File: src/rtl/pipelined_adder_tree.sv
// Registered binary adder tree reducing NUM lanes per beat, followed by a group accumulator.
// Optional signed-overflow tracking is compiled in with `define ADDER_TREE_OVF_EN.
module pipelined_adder_tree #(
    parameter int DATA_WIDTH = 32,
    parameter int NUM        = 8,
    parameter int BEAT_W     = 16
) (
    input  logic                            clk,
    input  logic                            rst,
    input  logic                            in_valid,
    output logic                            in_ready,
    input  logic                            in_last,
    input  logic [NUM-1:0][DATA_WIDTH-1:0]  data_in,
    output logic                            out_valid,
    input  logic                            out_ready,
    output logic [DATA_WIDTH-1:0]           data_out,
    output logic [BEAT_W-1:0]               beats_out
`ifdef ADDER_TREE_OVF_EN
    ,
    output logic                            ovf_out
`endif
);
    localparam int S     = (NUM > 1) ? $clog2(NUM) : 1;
    localparam int NODES = (NUM > 1) ? NUM - 1 : 1;
    localparam int MSB   = DATA_WIDTH - 1;

    if (NUM < 2 || (NUM & (NUM - 1)) != 0) begin : g_param_chk
        $error("pipelined_adder_tree: NUM must be a power of two and >= 2");
    end

    logic w_adv;
    assign w_adv    = !out_valid || out_ready;
    assign in_ready = w_adv;

    // All tree nodes live in one flat array, stage by stage; the root is the last entry.
    logic [DATA_WIDTH-1:0] w_sum [NODES];
    logic [DATA_WIDTH-1:0] r_sum [NODES];
    logic [S-1:0]          r_vld;
    logic [S-1:0]          r_last;
`ifdef ADDER_TREE_OVF_EN
    logic [NODES-1:0]      w_ovf;
    logic [NODES-1:0]      r_ovf;
`endif

    genvar k, i;
    for (k = 0; k < S; k++) begin : g_stg
        localparam int IB = (k == 0) ? 0 : 2*NUM - 2*(NUM >> k) - NUM;
        localparam int OB = 2*NUM - 2*(NUM >> (k+1)) - NUM;
        for (i = 0; i < (NUM >> (k+1)); i++) begin : g_node
            logic [DATA_WIDTH-1:0] w_a;
            logic [DATA_WIDTH-1:0] w_b;
            if (k == 0) begin : g_leaf
                assign w_a = data_in[2*i];
                assign w_b = data_in[2*i+1];
            end else begin : g_inner
                assign w_a = r_sum[IB+2*i];
                assign w_b = r_sum[IB+2*i+1];
            end
            assign w_sum[OB+i] = w_a + w_b;
`ifdef ADDER_TREE_OVF_EN
            logic w_o;
            assign w_o = (w_a[MSB] == w_b[MSB]) && (w_sum[OB+i][MSB] != w_a[MSB]);
            if (k == 0) begin : g_leaf_ovf
                assign w_ovf[OB+i] = w_o;
            end else begin : g_inner_ovf
                assign w_ovf[OB+i] = w_o | r_ovf[IB+2*i] | r_ovf[IB+2*i+1];
            end
`endif
        end
    end

    always_ff @(posedge clk) begin
        if (rst) begin
            r_vld  <= '0;
            r_last <= '0;
            for (int n = 0; n < NODES; n++) r_sum[n] <= '0;
        end else if (w_adv) begin
            r_sum     <= w_sum;
            r_vld[0]  <= in_valid;
            r_last[0] <= in_last;
            for (int n = 1; n < S; n++) begin
                r_vld[n]  <= r_vld[n-1];
                r_last[n] <= r_last[n-1];
            end
        end
    end

    logic [DATA_WIDTH-1:0] w_tree;
    logic [DATA_WIDTH-1:0] w_total;
    logic [DATA_WIDTH-1:0] r_acc;
    logic [BEAT_W-1:0]     w_cnt_nxt;
    logic [BEAT_W-1:0]     r_cnt;
    logic                  r_first;
    logic                  w_done;

    assign w_tree    = r_sum[NODES-1];
    assign w_total   = r_first ? w_tree : r_acc + w_tree;
    assign w_cnt_nxt = r_first ? BEAT_W'(1) : ((&r_cnt) ? r_cnt : r_cnt + 1'b1);
    assign w_done    = r_vld[S-1] && r_last[S-1];

    // out_valid follows w_done on every advance: a completing group reloads it, otherwise the handshake clears it.
    always_ff @(posedge clk) begin
        if (rst) begin
            r_acc     <= '0;
            r_cnt     <= '0;
            r_first   <= 1'b1;
            out_valid <= 1'b0;
            data_out  <= '0;
            beats_out <= '0;
        end else if (w_adv) begin
            out_valid <= w_done;
            if (r_vld[S-1]) begin
                if (r_last[S-1]) begin
                    data_out  <= w_total;
                    beats_out <= w_cnt_nxt;
                    r_first   <= 1'b1;
                end else begin
                    r_acc     <= w_total;
                    r_cnt     <= w_cnt_nxt;
                    r_first   <= 1'b0;
                end
            end
        end
    end

`ifdef ADDER_TREE_OVF_EN
    logic w_acc_ovf;
    logic w_tot_ovf;
    logic r_acc_ovf;

    assign w_acc_ovf = !r_first && (r_acc[MSB] == w_tree[MSB]) && (w_total[MSB] != r_acc[MSB]);
    assign w_tot_ovf = r_ovf[NODES-1] | (!r_first && r_acc_ovf) | w_acc_ovf;

    always_ff @(posedge clk) begin
        if (rst) begin
            r_ovf     <= '0;
            r_acc_ovf <= 1'b0;
            ovf_out   <= 1'b0;
        end else if (w_adv) begin
            r_ovf <= w_ovf;
            if (r_vld[S-1]) begin
                if (r_last[S-1]) ovf_out   <= w_tot_ovf;
                else             r_acc_ovf <= w_tot_ovf;
            end
        end
    end
`endif

endmodule
File: config.mk
export PLATFORM = sky130hd
export DESIGN_NAME = pipelined_adder_tree
export DESIGN_NICKNAME = d
export VERILOG_FILES = /design/src/rtl/pipelined_adder_tree.sv
export SDC_FILE = /design/constraint.sdc
export NUM_CORES = 1
export LEC_CHECK = 0
export ABC_AREA = 1
export CELL_PAD_IN_SITES_DETAIL_PLACEMENT = 1
export CELL_PAD_IN_SITES_GLOBAL_PLACEMENT = 1
export CORE_MARGIN = 2
export CORE_UTILIZATION = 35
export CTS_CLUSTER_DIAMETER = 150
export DETAILED_ROUTE_END_ITERATION = 10
export PLACE_DENSITY = 0.79
export SYNTH_ARGS = -nofsm -noshare
export SYNTH_HDL_FRONTEND = slang
export SYNTH_SLANG_ARGS = --single-unit
File: constraint.sdc
create_clock -name clk -period 6 [get_ports clk]
set_clock_uncertainty 0.15 [all_clocks]
set_input_delay 0.9 -clock clk [delete_from_list [all_inputs] [get_ports clk]]
set_output_delay 0.9 -clock clk [all_outputs]
set_load 0.01 [all_outputs]
==> results.cfg, run 1 <==
[outcome]
outcome = finished clean

[timing]
worst_pin_slew_ps = 1050
fin_hold_ws_ps = 301
setup_tns_ps = 0
hold_violations = 0
relSlewSlack_pct = 29.7
setup_viol = 0
finalCriticalPeriod_ps = 3860
setup_ws_ps = 2140
slew_viol_final = 0
rsz0062_at_grt = no
fin_crit_sh_pct = 64.4
fmax_mhz = 259

[clocking]
htreeDepth = 2
ctsResizeCount = 0
clk_latency_ps = 610
path_clk_slew_ps = 60
cts_tree = yes
postCtsHoldBufs = 0
cts-buffers-inserted = 41
clock_tree.root_cell = clkbuf_16
cts_setup_buffers = 0
clock_path_buffers = 3
clock-sinks = 328

[cells_and_area]
stdcell_area_um2 = 34500
drive_gt1_share_pct = 2.52
final_cell_mix = 1232 x nand2_1, 751 x inv_1, 421 x nor2_1, 397 x o21ai_0, 378 x nand3_1
fin_cells = 6113
final_util_pct = 42.0
area_growth_pct = 19.2
mostFrequentLayoutCell = nand2_1
layout.nets = 5530
n_antenna_cell = 0

[placement]
dp_hpwl_um = 83500
place_congestion = 0.925
port_buffers = 310
place_area_um2 = 33000
dp.cells = 6039
pre_cts_slack_ps = 1410

[detailed_routing]
drt_first_pass_iters = 5
vias_per_cell = 5.14
wl_um = 102000
ant_nets = 0
avgRoutedWirePerCell_um = 16.7
first_iter_violations = 1461
vias = 31400
drc = 0

[synthesis]
yosys.area_share.simple_pct = 31.8
synth_compound_area_share_pct = 19.5
synth_top_family_by_area = simple AND/OR/NAND/NOR gates
synth_ff_type = dfxtp_1
synthXorXnorAreaFrac_pct = 3.24
yosys-mux-area-fraction_pct = 0
ys.warnings.count = 0
synthAdderAreaFrac_pct = 11.3
avgSynthCellArea_um2 = 6.08
netlist_area_um2 = 28900
synthCells = 4758
synth_nets = 5276
ys_types = 49
ys_seq_elements = 328
synthArstFlopShare_pct = 0
synth_edf_count = 0
ys_seq_area_share_pct = 22.7

[global_routing]
antenna_found_initial = 1
grt_pass1_wl_um = 166000
grt_max_degree = 232
grt_pass1_vias = 32600
grt_overflow = 0
grt_usage_pct = 23.6

[power_and_ir_drop]
leakagePower_nw = 18.1
comb_power_share_pct = 35.7
clock_power_share_pct = 31.4
p_sw_share_pct = 38.6
p_switching_mw = 3.18
seq_power_share_pct = 32.9
powerDensity_nw_per_um2 = 239
internal-power_mw = 5.06
vdd_drop_max_mv = 0.201
total_power_mw = 8.23

[setup_path]
crit_type = in2reg
crit_family = simple AND/OR/NAND/NOR gates
path_buf_inv = 4
cp.depth = 9
arrival_ps = 4240
max_stage_delay_ps = 820
crit_fanout = 122
crit_path_cell_trace = clkdlybuf4s50_1 -> nor2_4 -> inv_8 -> nand2_2 -> nor2_4 -> inv_1 -> nor2_2 -> inv_2 -> o21ai_0
reg2reg_depth = 9
required_ps = 6380
critPathMostFrequentCell = nor2_4
cp-start-kind = input port
critPathSlowestCell = nor2_2
critPathCaptureType = flop

[min_path]
hold_depth = 2
min_path_type = reg2reg

[floorplan]
die_x_um = 291
die_h_um = 291
num_rows = 105
ioPinCount = 311
initial_core_util_pct = 35.3
core_area_um2 = 82000
die_area_um2 = 84900

[flow_run]
cap_violations = 0
[kinds of logic (layout without fill, tap and decap cells)]
group	after synthesis	count (layout)
compound gates	1000	1000
flops	328	328
buf+inv	866	1151
fa+ha+maj	257	257
xor+xnor	107	107
simple gates	2200	2200
[worst register-to-register path: cells and delay by family, from the launching register on]
family | cells | cell delay (ps)
AO/OA/AOI/OAI | 1 | 260
buffers and inverters | 4 | 1050
flip-flops | 1 | 310
AND/OR/NAND/NOR | 4 | 1580
[Yosys cell counts, types with 2 or more instances]
library cell | instances | share of area (%)
a21boi_1 | 3 | 0.078
nor3_2 | 5 | 0.17
clkbuf_1 | 79 | 1.0
nor2_4 | 3 | 0.12
xnor2_1 | 45 | 1.4
inv_1 | 752 | 9.8
inv_2 | 2 | 0.026
fa_1 | 8 | 0.55
nand4_1 | 39 | 0.84
a21o_1 | 32 | 0.83
dfxtp_1 | 328 | 23
and2_1 | 13 | 0.28
buf_1 | 6 | 0.078
nor3_1 | 43 | 0.74
o21ai_2 | 4 | 0.12
buf_4 | 2 | 0.052
a21oi_2 | 2 | 0.061
nand3b_1 | 19 | 0.49
nand2_4 | 2 | 0.078
o211ai_1 | 39 | 1.0
xor2_1 | 62 | 1.9
o21ai_1 | 19 | 0.33
ha_1 | 249 | 11
a21oi_1 | 327 | 5.7
a21boi_0 | 3 | 0.078
o21ai_0 | 397 | 6.9
nor2_2 | 15 | 0.32
nor4_1 | 13 | 0.28
nor2_1 | 421 | 5.5
o21bai_1 | 119 | 3.1
a22o_1 | 8 | 0.24
nand2_1 | 1232 | 16
or2_1 | 6 | 0.13
o21a_1 | 29 | 0.75
or2_2 | 7 | 0.15
buf_2 | 22 | 0.38
nand3_1 | 378 | 6.5
a31oi_1 | 14 | 0.30
[final cells by class]
cell class,instances,area (um^2)
Multi-Input combinational cell,3564,19100
Clock buffer,52,1130
Tap cell,1070,1340
Fill cell,11000,47500
Sequential cell,328,6570
Timing Repair Buffer,320,3200
Clock inverter,22,298
Inverter,757,2860
[flip-flops by register name (all words and copies together), names as in the netlist]
register          count
r_vld                 3
r_last                3
out_valid             1
r_cnt                16
beats_out            16
g_stg.g_node.w_b     96
w_tree               32
r_first               1
g_stg.g_node.w_a     96
r_acc                32
data_out             32
[path summary, 6_finish.rpt]
kind	startpoint	end	slack, ps
setup / recovery	out_ready	beats_out[4]$_SDFFE_PP0P_	2140
hold / removal	data_out[27]$_SDFFE_PP0P_	data_out[27]$_SDFFE_PP0P_	300
setup reg to reg	out_valid$_SDFFE_PP0N_	beats_out[4]$_SDFFE_PP0P_	2560
hold reg to reg	data_out[27]$_SDFFE_PP0P_	data_out[27]$_SDFFE_PP0P_	300
[per-layer routing]
metal | GRT usage (%) | wire length [um] | part of all wire [%]
met5 | 0 | 0 | 0
met4 | 7.43 | 3210 | 3.1
met3 | 2.17 | 3230 | 3.2
met2 | 41.3 | 48100 | 47
met1 | 30.7 | 47700 | 47
[power groups by stage]
stage | clock [mW] | combinational [mW] | sequential, mW
after CTS | 2.65 | 2.94 | 2.71
after global placement | 0 | 2.84 | 2.74
after global routing | 2.74 | 3.32 | 2.73
final | 2.59 | 2.94 | 2.71
after detailed placement | 0 | 2.91 | 2.75
after floorplan | 0 | 1.99 | 2.61
No activity file was read; power rests on OpenSTA's default activity.
==> inputs of run 2 (changes only) <==
- clock period: 6 -> 3.7 ns (I/O delays scaled with it)
==> run 2 against run 1 <==
Sequential share of layout area barely moved. Critical path type is now in2out. Non-clock buffer count rose by 10. First-iteration DRC count rose by 8.4%. Worst setup slack got worse by 1200 ps. Critical endpoint is now in_ready. Global-route usage rose by 0.36 points.
==> results.cfg, run 2 (synthesis gave the netlist of run 1 again) <==
[outcome]
outcome = finished clean

[cells_and_area]
final_cell_mix = 1232 x nand2_1, 752 x inv_1, 421 x nor2_1, 397 x o21ai_0, 378 x nand3_1
layout.nets = 5540
fillers = 11100
drive_gt1_share_pct = 2.69
multi_input_area_um2 = 19100
mostFrequentLayoutCell = nand2_1
n_antenna_cell = 0
area_growth_pct = 19.4
stdcell_area_um2 = 34500
ff_latch_area_um2 = 6570

[detailed_routing]
first_iter_violations = 1584
drc = 0
drt_first_pass_iters = 5
wl_um = 103000
ant_nets = 0
avgRoutedWirePerCell_um = 16.8
vias = 31700
vias_per_cell = 5.17

[timing]
slew_viol_final = 0
setup_ws_ps = 964
fin_hold_ws_ps = 300
setup_viol = 0
rsz0062_at_grt = no
fmax_mhz = 366
hold_violations = 0
worst_pin_slew_ps = 754
fin_crit_sh_pct = 73.9
setup_tns_ps = 0
relSlewSlack_pct = 49.2
finalCriticalPeriod_ps = 2740

[placement]
port_buffers = 310
pre_cts_slack_ps = 529
dp_hpwl_um = 84500
place_area_um2 = 33100
place_congestion = 0.921

[clocking]
cts-buffers-inserted = 41
clock_path_buffers = 3
htreeDepth = 2
clock-sinks = 328
clk_latency_ps = 590
cts_tree = yes
path_clk_slew_ps = 60
ctsResizeCount = 0
cts_setup_buffers = 0
postCtsHoldBufs = 0
clock_tree.root_cell = clkbuf_16

[setup_path]
crit_type = in2out
crit_start = out_ready
required_ps = 2990
reg2reg_depth = 12
r2r_slack_ps = 1100
cp-start-kind = input port
critPathCaptureType = output port
r2r-end = r_acc[28]$_SDFFE_PP0P_
arrival_ps = 2030
crit_fanout = 66
timing.rr.start = w_tree[0]$_SDFFE_PP0N_

[floorplan]
die_area_um2 = 84900
initial_core_util_pct = 35.3
die_x_um = 291
ioPinCount = 311
core_area_um2 = 82000
die_h_um = 291
num_rows = 105

[power_and_ir_drop]
vdd_drop_max_mv = 0.301
leakagePower_nw = 18.2
powerDensity_nw_per_um2 = 385

[min_path]
min_path_type = reg2reg
hold_depth = 2
hp-start = data_out[30]$_SDFFE_PP0P_
whs_endpoint = data_out[30]$_SDFFE_PP0P_

[flow_run]
cap_violations = 0

[global_routing]
grt_usage_pct = 24.0
antenna_found_initial = 0
grt_pass1_wl_um = 168000
grt_overflow = 0
grt_max_degree = 112
grt_pass1_vias = 32700
==> run 2: area by class of cell <==
class	count	share of cell area [%]
clock buffer	56	3.40
clock inverter	19	0.609
inverter	757	8.27
multi-input combinational	3564	55.2
sequential	328	19.0
tap	1070	3.88
timing repair buffer	330	9.60
==> run 2: worst max path at each step <==
| stage | cells after the start | end | slack, ps |
|---|---|---|---|
| after CTS | 4 | in_ready | 940 |
| after global routing | 12 | r_acc[28]$_SDFFE_PP0P_ | 860 |
| after detailed placement | 15 | g_stg[1].g_node[1].w_a[22]$_SDFFE_PP0N_ | 530 |
| after floorplan | 13 | g_stg[1].g_node[1].w_b[16]$_SDFFE_PP0N_ | 1370 |
| after global placement | 15 | g_stg[1].g_node[1].w_a[22]$_SDFFE_PP0N_ | 600 |
| final | 4 | in_ready | 960 |
==> run 2: metal layers <==
metal	up-vias	share of wire, %	track usage [%]
met2	534	48	42.7
met5	-	0	0
met3	114	3.1	2.15
met1	15000	47	31.3
li1	16000	-	-
met4	0	2.1	5.52
==> run 2: stage by stage <==
stage	total power, mW	instances	util, %
after global routing	14.2	6124	42.1
after CTS	13.4	6124	42.1
final	13.3	6124	42.1
after global placement	9.07	6049	40.4
after detailed placement	9.19	6049	40.4
after floorplan	7.46	4758	-
==> run 2: worst max-delay path: stages <==
cell,delay (ps)
clkdlybuf4s50_1,500
nor2_4,80
inv_8,270
clkdlybuf4s50_1,620
==> run 2: where the power goes <==
part           switching (mW)  internal (mW)
Combinational            3.00           1.76
Sequential              0.425           3.97
Clock                    1.69           2.44
